File: src/rtl/rv32i_mem_arbiter_if.sv
// Bus bundle between the fetch/data requesters, the arbiter and the shared memory port.
// The arbiter connects through "slave"; the requester/memory side uses "master".
interface rv32i_mem_arbiter_if #(
    parameter int MEM_AW = 10
);
    logic              if_req;
    logic [31:0]       if_addr;
    logic              if_ack;
    logic [31:0]       if_rdata;
    logic              d_req;
    logic              d_we;
    logic [31:0]       d_addr;
    logic [31:0]       d_wdata;
    logic [1:0]        d_size;
    logic              d_uns;
    logic              d_ack;
    logic [31:0]       d_rdata;
    logic              d_err;
    logic              mem_en;
    logic [3:0]        mem_we;
    logic [MEM_AW-1:0] mem_addr;
    logic [31:0]       mem_wdata;
    logic [31:0]       mem_rdata;

    modport slave (
        input  if_req, if_addr, d_req, d_we, d_addr, d_wdata, d_size, d_uns, mem_rdata,
        output if_ack, if_rdata, d_ack, d_rdata, d_err, mem_en, mem_we, mem_addr, mem_wdata
    );

    modport master (
        output if_req, if_addr, d_req, d_we, d_addr, d_wdata, d_size, d_uns, mem_rdata,
        input  if_ack, if_rdata, d_ack, d_rdata, d_err, mem_en, mem_we, mem_addr, mem_wdata
    );
endinterface

File: src/rtl/rv32i_mem_arbiter.sv
// Two-cycle round-robin arbiter sharing one word-wide memory port between
// instruction fetch and load/store, with store lane steering and load extension.
module rv32i_mem_arbiter #(
    parameter int MEM_AW = 10
) (
    input  logic                clk_RV,
    input  logic                rst_RV,
    rv32i_mem_arbiter_if.slave  bus
);
    typedef enum logic [1:0] {IDLE, IF_WAIT, D_WAIT, D_ERR} state_t;

    state_t     state_reg;
    logic       last_grant_reg;   // 1 = data was granted last
    logic [1:0] addr_lo_reg;
    logic [1:0] size_reg;
    logic       uns_reg;
    logic       we_reg;

    logic        d_valid;
    logic        idle;
    logic        grant_if;
    logic        grant_d;
    logic        issue_d;
    logic [7:0]  byte_lane [4];
    logic [7:0]  sel_byte;
    logic [15:0] sel_half;
    logic [31:0] load_data;
    logic        in_if;
    logic        in_d;
    logic        in_err;

    always_comb begin
        case (bus.d_size)
            2'b00:   d_valid = 1'b1;
            2'b01:   d_valid = ~bus.d_addr[0];
            2'b10:   d_valid = (bus.d_addr[1:0] == 2'b00);
            default: d_valid = 1'b0;
        endcase
    end

    // Reset masks issue in the same cycle so nothing reaches memory while held.
    assign idle     = (state_reg == IDLE) && !rst_RV;
    assign grant_if = idle && bus.if_req && (!bus.d_req || last_grant_reg);
    assign grant_d  = idle && bus.d_req && (!bus.if_req || !last_grant_reg);
    assign issue_d  = grant_d && d_valid;

    always_comb begin
        bus.mem_en    = 1'b0;
        bus.mem_we    = 4'b0000;
        bus.mem_addr  = '0;
        bus.mem_wdata = 32'h0;
        if (grant_if) begin
            bus.mem_en   = 1'b1;
            bus.mem_addr = bus.if_addr[MEM_AW+1:2];
        end else if (issue_d) begin
            bus.mem_en   = 1'b1;
            bus.mem_addr = bus.d_addr[MEM_AW+1:2];
            if (bus.d_we) begin
                case (bus.d_size)
                    2'b00: begin
                        bus.mem_we    = 4'b0001 << bus.d_addr[1:0];
                        bus.mem_wdata = {4{bus.d_wdata[7:0]}};
                    end
                    2'b01: begin
                        bus.mem_we    = bus.d_addr[1] ? 4'b1100 : 4'b0011;
                        bus.mem_wdata = {2{bus.d_wdata[15:0]}};
                    end
                    default: begin
                        bus.mem_we    = 4'b1111;
                        bus.mem_wdata = bus.d_wdata;
                    end
                endcase
            end
        end
    end

    always_ff @(posedge clk_RV) begin
        if (rst_RV) begin
            state_reg      <= IDLE;
            last_grant_reg <= 1'b1;
            addr_lo_reg    <= 2'b00;
            size_reg       <= 2'b00;
            uns_reg        <= 1'b0;
            we_reg         <= 1'b0;
        end else begin
            case (state_reg)
                IDLE: begin
                    if (grant_if) begin
                        state_reg      <= IF_WAIT;
                        last_grant_reg <= 1'b0;
                    end else if (grant_d) begin
                        state_reg      <= d_valid ? D_WAIT : D_ERR;
                        last_grant_reg <= 1'b1;
                        addr_lo_reg    <= bus.d_addr[1:0];
                        size_reg       <= bus.d_size;
                        uns_reg        <= bus.d_uns;
                        we_reg         <= bus.d_we;
                    end
                end
                default: state_reg <= IDLE;
            endcase
        end
    end

    generate
        for (genvar gi = 0; gi < 4; gi++) begin : g_lane
            assign byte_lane[gi] = bus.mem_rdata[8*gi +: 8];
        end
    endgenerate

    always_comb begin
        sel_byte = byte_lane[addr_lo_reg];
        sel_half = addr_lo_reg[1] ? bus.mem_rdata[31:16] : bus.mem_rdata[15:0];
        case (size_reg)
            2'b00:   load_data = {{24{~uns_reg & sel_byte[7]}}, sel_byte};
            2'b01:   load_data = {{16{~uns_reg & sel_half[15]}}, sel_half};
            default: load_data = bus.mem_rdata;
        endcase
    end

    // Responses decode from state; a reset arriving mid-response suppresses them.
    assign in_if  = (state_reg == IF_WAIT) && !rst_RV;
    assign in_d   = (state_reg == D_WAIT)  && !rst_RV;
    assign in_err = (state_reg == D_ERR)   && !rst_RV;

    assign bus.if_ack   = in_if;
    assign bus.if_rdata = in_if ? bus.mem_rdata : 32'h0;
    assign bus.d_ack    = in_d | in_err;
    assign bus.d_err    = in_err;
    assign bus.d_rdata  = (in_d && !we_reg) ? load_data : 32'h0;

    logic unused_bits;
    assign unused_bits = ^{bus.if_addr[31:MEM_AW+2], bus.if_addr[1:0], bus.d_addr[31:MEM_AW+2]};
endmodule

File: src/flat_wrapper.sv
// flat-port wrapper written by rule: the top's interface ports become plain ports
module rv32i_mem_arbiter_flat 
#(
    parameter int MEM_AW = 10
)
  (clk_RV, rst_RV, bus_if_req, bus_if_addr, bus_d_req, bus_d_we, bus_d_addr, bus_d_wdata, bus_d_size, bus_d_uns, bus_mem_rdata, bus_if_ack, bus_if_rdata, bus_d_ack, bus_d_rdata, bus_d_err, bus_mem_en, bus_mem_we, bus_mem_addr, bus_mem_wdata);
  rv32i_mem_arbiter_if #(.MEM_AW(MEM_AW)) bus_i ();
  input  logic clk_RV;
  input  logic rst_RV;
  input wire logic [$bits(bus_i.if_req)-1:0] bus_if_req;
  input wire logic [$bits(bus_i.if_addr)-1:0] bus_if_addr;
  input wire logic [$bits(bus_i.d_req)-1:0] bus_d_req;
  input wire logic [$bits(bus_i.d_we)-1:0] bus_d_we;
  input wire logic [$bits(bus_i.d_addr)-1:0] bus_d_addr;
  input wire logic [$bits(bus_i.d_wdata)-1:0] bus_d_wdata;
  input wire logic [$bits(bus_i.d_size)-1:0] bus_d_size;
  input wire logic [$bits(bus_i.d_uns)-1:0] bus_d_uns;
  input wire logic [$bits(bus_i.mem_rdata)-1:0] bus_mem_rdata;
  output wire logic [$bits(bus_i.if_ack)-1:0] bus_if_ack;
  output wire logic [$bits(bus_i.if_rdata)-1:0] bus_if_rdata;
  output wire logic [$bits(bus_i.d_ack)-1:0] bus_d_ack;
  output wire logic [$bits(bus_i.d_rdata)-1:0] bus_d_rdata;
  output wire logic [$bits(bus_i.d_err)-1:0] bus_d_err;
  output wire logic [$bits(bus_i.mem_en)-1:0] bus_mem_en;
  output wire logic [$bits(bus_i.mem_we)-1:0] bus_mem_we;
  output wire logic [$bits(bus_i.mem_addr)-1:0] bus_mem_addr;
  output wire logic [$bits(bus_i.mem_wdata)-1:0] bus_mem_wdata;
  assign bus_i.if_req = bus_if_req;
  assign bus_i.if_addr = bus_if_addr;
  assign bus_i.d_req = bus_d_req;
  assign bus_i.d_we = bus_d_we;
  assign bus_i.d_addr = bus_d_addr;
  assign bus_i.d_wdata = bus_d_wdata;
  assign bus_i.d_size = bus_d_size;
  assign bus_i.d_uns = bus_d_uns;
  assign bus_i.mem_rdata = bus_mem_rdata;
  assign bus_if_ack = bus_i.if_ack;
  assign bus_if_rdata = bus_i.if_rdata;
  assign bus_d_ack = bus_i.d_ack;
  assign bus_d_rdata = bus_i.d_rdata;
  assign bus_d_err = bus_i.d_err;
  assign bus_mem_en = bus_i.mem_en;
  assign bus_mem_we = bus_i.mem_we;
  assign bus_mem_addr = bus_i.mem_addr;
  assign bus_mem_wdata = bus_i.mem_wdata;
  rv32i_mem_arbiter #(.MEM_AW(MEM_AW)) u_core (.clk_RV(clk_RV), .rst_RV(rst_RV), .bus(bus_i));
endmodule
File: config.mk
export PLATFORM = sky130hd
export DESIGN_NAME = rv32i_mem_arbiter_flat
export DESIGN_NICKNAME = d
export VERILOG_FILES = /design/src/rtl/rv32i_mem_arbiter_if.sv /design/src/rtl/rv32i_mem_arbiter.sv /design/src/flat_wrapper.sv
export SDC_FILE = /design/constraint.sdc
export NUM_CORES = 1
export LEC_CHECK = 0
export CORE_AREA = 2 2 97 99
export DETAILED_ROUTE_END_ITERATION = 12
export DIE_AREA = 0 0 99 101
export GPL_ROUTABILITY_DRIVEN = 1
export PLACE_DENSITY = 0.78
export SETUP_SLACK_MARGIN = 0.2
export SYNTH_ARGS = -nofsm -noshare
export SYNTH_HDL_FRONTEND = slang
export SYNTH_SLANG_ARGS = --single-unit
File: constraint.sdc
create_clock -name clk_RV -period 3.4 [get_ports clk_RV]
set_input_delay 0.51 -clock clk_RV [delete_from_list [all_inputs] [get_ports clk_RV]]
set_output_delay 0.51 -clock clk_RV [all_outputs]
set_load 0.03 [all_outputs]
* Word-level counts from Yosys, hierarchy flattened
Index checks and enable logic that the tools add are counted.
Word-level totals: bits of input ports 136, register bits after elaboration 9, output and inout port bits 114
Cells by class: eq/ne operators 6, $lt $le $gt $ge 1, reductions and logical operators 26, bitwise operators 8, shifts and indexed selects 1, mux-type cells 26
Operators by type and width (number):
- $mux 32 | 5
- $pmux 32 s2 | 2
- $mux 10 | 2
- $bmux 8 s2 | 1
- $mux 16 | 1
- $mux 4 | 4
- $mux 8 | 2
- $logic_and 1x1->1 | 10
- $logic_not 2->1 | 4
- $pmux 4 s2 | 1
- $mux 1 | 7
- $eq 2x1->1 const B | 3
- $eq 2x2->1 const B | 3
- $logic_not 1->1 | 5
- $not 1->1 | 4
- $shl 1x2->4 const A | 1
- $ge 3x3->1 const B | 1
- $not 2->3 | 1
- $pmux 1 s3 | 1
- $reduce_and 3->1 | 1
- $reduce_or 3->1 | 1
- $and 1x1->1 | 2
- $logic_or 1x1->1 | 2
- $reduce_and 2->1 | 1
- 3 further kinds | 3

* Logic depth before layout (Yosys ltp)
depth after elaboration 7, gate-level depth with buffers 6, mapped depth without buffers 5

* Worst setup path after synthesis
No wires, ideal clock.
path kind input-to-output, from in rst_RV, to out bus_d_rdata[0], cell stages on the path 4, path slack -92 ps, arrival time 2982 ps, cell sequence buf_6 -> nor2b_1 -> nand2_1 -> a2111oi_0
On the way: cells in the longest elaborated chain, start to end 4
RTL lines:
- start: declaration | line flat_wrapper.sv:9 | input logic rst_RV;
- $logic_not 1->1 | line rv32i_mem_arbiter.sv:123 | assign in_d = (state_reg == D_WAIT) && !rst_RV;
- $logic_and 1x1->1 | line rv32i_mem_arbiter.sv:123
- $logic_and 1x1->1 | line rv32i_mem_arbiter.sv:130 | assign bus.d_rdata = (in_d && !we_reg) ? load_data : 32'h0;
- $mux 32 | line rv32i_mem_arbiter.sv:130
- end: declaration | line flat_wrapper.sv:22 | output wire logic [$bits(bus_i.d_rdata)-1:0] bus_d_rdata;
Every way passes these cells.

* Worst setup path after layout
from in rst_RV, to out bus_if_rdata[8]
On the way: cells in the longest elaborated chain, start to end 3
RTL lines:
- $logic_not 1->1 | line rv32i_mem_arbiter.sv:122 | assign in_if = (state_reg == IF_WAIT) && !rst_RV;
- $logic_and 1x1->1 | line rv32i_mem_arbiter.sv:122
- $mux 32 | line rv32i_mem_arbiter.sv:127 | assign bus.if_rdata = in_if ? bus.mem_rdata : 32'h0;
- end: declaration | line flat_wrapper.sv:20 | output wire logic [$bits(bus_i.if_rdata)-1:0] bus_if_rdata;
Every way passes these cells.

==> results by stage <==
Outcome:
- The flow ran to the end, and the final reports show no timing, DRC or antenna violations.

Worst setup path:
- The maximum fanout encountered on the critical timing path is 33.
- The signal arrival time at the worst endpoint is 2.53 ns.
- The endpoint class of the critical path is an output pin.
- The worst path required time is 2.89 ns.
- The sort of element at the start of the critical path is a primary input.
- The path type of the worst setup path is primary input to output pin.

CTS:
- CTS built an H-tree with a depth of 1.
- The number of buffers inserted by post-CTS setup repair is 0.
- Counting the buffers created by CTS gives 3.
- The hold-fix buffer count after cts is 0.
- In this run the clock root is driven by a sky130_fd_sc_hd__clkbuf_8.
- Post-CTS repair changed the size of 0 cells.
- The number of sinks driven by the clock tree is 9.
- The later pin in the worst-skew pair is clocked with a latency of 0.23 ns.
- TritonCTS built the clock tree.
- In this run the deepest clock path goes through 2 buffers.
- Clock-pin slew was measured on the worst setup and hold paths at 0.04 ns.

Timing:
- The final setup TNS is 0 ns.
- Between clock sinks in the finished design, the worst skew comes to 0.00259 ns.
- The post-layout minimum cycle time is 3.04 ns.
- Setup violations remaining at the end of the flow were counted as 0.
- The count of pins over their slew limit came to 0.
- The final period utilization is 89.3%.
- For this run, the top clock speed supported by timing is 0.329 GHz.
- Setup repair after global routing left no endpoint under its margin.
- The slew at the pin with the worst max-slew slack is 0.838 ns.
- In this run the tightest slew margin relative to its limit is 44.1%.
- The hold violation total from the final report came to 0.

Power:
- In this run the power density over the cells is 166 mW/mm^2.
- After layout, the design draws a total of 710 uW.
- The peak supply drop is 99.2 uV.
- The leakage power of the design is 1.80 nW.

Global routing:
- The total global-route track usage is 18.4%.
- The initial antenna violation count is 0.
- The largest net degree at the start of global routing is 44.
- After global routing the overflow that remains totals 0.
- The first global-routing pass estimated 15200 microns of wire.
- The via count of the first global-routing pass is 3092.

Die:
- The starting density of the core is 25.5%.
- 250 I/O pins were placed.
- The core area is 0.00898 sq mm.
- The floorplan has 35 rows.
- The die span in x is 99 microns.
- The vertical die dimension is 101 microns.
- The area of the die is 0.0100 sq mm.

Layout:
- The final antenna diode count is 0.
- The leading cell type in the layout, fill and taps excluded is sky130_fd_sc_hd__clkdlybuf4s50_1.
- The top cell types in the final layout, fill and taps aside, are sky130_fd_sc_hd__clkdlybuf4s50_1, sky130_fd_sc_hd__buf_4, sky130_fd_sc_hd__nand2_1, sky130_fd_sc_hd__a21oi_1, sky130_fd_sc_hd__nor2_1.
- The area growth from synthesis to layout is 87.1%.
- The count of fill cells added during filler insertion is 884.
- Cells with a size suffix above 1 make up 22.5% of the layout.
- For this run, the post-layout net count is 665.

Detailed routing:
- Wires add up to 9880 microns.
- The DRC violation count after routing is 0.
- The detail route stage leaves a number of antenna-violating nets equal to 0.
- The via count is 3259.
- Dividing the detail-routed wire length by the instance count gives 15.5 microns.
- Dividing the detail-routed via count by the number of cells gives 5.10.
- The first routing iteration left 62 violations.
- The first detailed-routing pass took 4 iterations.

Yosys:
- The number of nets in the synthesized netlist is 478.
- The mean cell area of the mapped netlist is 6.69 sq um.
- The most used flip-flop cell after synthesis is sky130_fd_sc_hd__dfxtp_1.
- In this run, synthesis inferred 0 flip-flops with an integrated enable.
- The proportion of synthesized chip area in sequential cells is 7.88%.
- The count of cell types in the netlist is 42.
- The synthesized netlist cell count is 342.
- The total standard cell area after synthesis is 0.00229 sq mm.
- For this run, asynchronously set or reset flops after synthesis account for 0%.
- The post-synthesis sequential element count is 9.
- During synthesis, Yosys emitted a total of 0 warnings.

Placement:
- The final weighted congestion in routability-driven placement is 0.835.
- Input and output buffers added on the ports amount to 207.
- The estimated wirelength of the detail-placed design is 7970 microns.

Job:
- Max-cap violations in this run came to 0.

Worst hold path:
- In this run the worst hold path is classified as register to register.
[through the flow]
step                      worst slack (ns)  hold WS, ns  util (%)  std cells  area, sq um
after CTS                            0.317        0.453      47.7        639         4280
after global routing                 0.226        0.466      47.7        639         4280
after detailed placement             0.325        0.446      47.2        635         4230
after global placement               0.384        0.446      47.2        635         4230
after floorplan                      0.304        0.435         -        342         2290
final                                0.362        0.453      47.7        639         4280
[critical path, stage by stage]
cell and delay, ns:
sky130_fd_sc_hd__clkdlybuf4s50_1 0.61, sky130_fd_sc_hd__nor3b_2 0.25, sky130_fd_sc_hd__buf_4 0.29, sky130_fd_sc_hd__and2_1 0.19
sky130_fd_sc_hd__clkdlybuf4s50_1 0.67
[synthesized netlist by cell type, drive strengths merged, types with 2 or more instances]
| cell | instances | area (sq um) |
|---|---|---|
| and2 | 33 | 206 |
| clkbuf | 14 | 52.6 |
| or2 | 3 | 18.8 |
| dfxtp | 9 | 180 |
| nand2 | 47 | 186 |
| a221oi | 7 | 61.3 |
| nor2 | 42 | 158 |
| buf | 19 | 130 |
| a21boi | 7 | 52.6 |
| nor3 | 3 | 31.3 |
| a22o | 10 | 87.6 |
| nand2b | 5 | 31.3 |
| nor2b | 8 | 50.1 |
| inv | 17 | 63.8 |
| a211oi | 2 | 15.0 |
| a21oi | 43 | 215 |
| and3 | 9 | 56.3 |
| o21ai | 3 | 22.5 |
| mux4 | 7 | 158 |
| nand3 | 3 | 27.5 |
| mux2i | 18 | 180 |
| o22ai | 15 | 93.8 |
| a2111oi | 9 | 129 |
[final timing paths]
check                       from               endpoint  slack [ns]  depth (start not counted)
max                       rst_RV        bus_if_rdata[8]        0.36                          5
min                u_core.we_reg          u_core.we_reg        0.45                          2
max reg2reg  u_core.state_reg[0]  u_core.last_grant_reg        2.15                          3
min reg2reg        u_core.we_reg          u_core.we_reg        0.45                          2
[cells by family after synthesis]
logic type      after synthesis  synth area share (%)
compound gates              100                  31.3
xor+xnor                      1                 0.383
buf+inv                      51                  11.2
flops                         9                  7.88
mux                          25                  14.8
simple gates                156                  34.5
[per-layer routing]
layer / global-route usage [%] / up-vias / wire [microns]
li1: - / 1587 / -
met1: 20.5 / 1465 / 3660
met2: 35.6 / 194 / 5140
met3: 3.05 / 13 / 931
met4: 5.27 / 0 / 152
met5: 0 / - / 0
[area by class of cell]
class                      instances  area, sq um  share of cell area (%)
clock buffer                       4         45.0                    1.05
inverter                          18         72.6                    1.70
timing repair buffer             215         1980                    46.4
tap                              111          139                    3.24
sequential                         9          180                    4.21
multi-input combinational        282         1860                    43.4
[where the power goes]
group / total [mW] / internal, mW / switching, mW
sequential: 0.122 / 0.112 / 0.0108
clock: 0.122 / 0.0816 / 0.0408
combinational: 0.465 / 0.224 / 0.241
No activity file was read; power rests on OpenSTA's default activity.
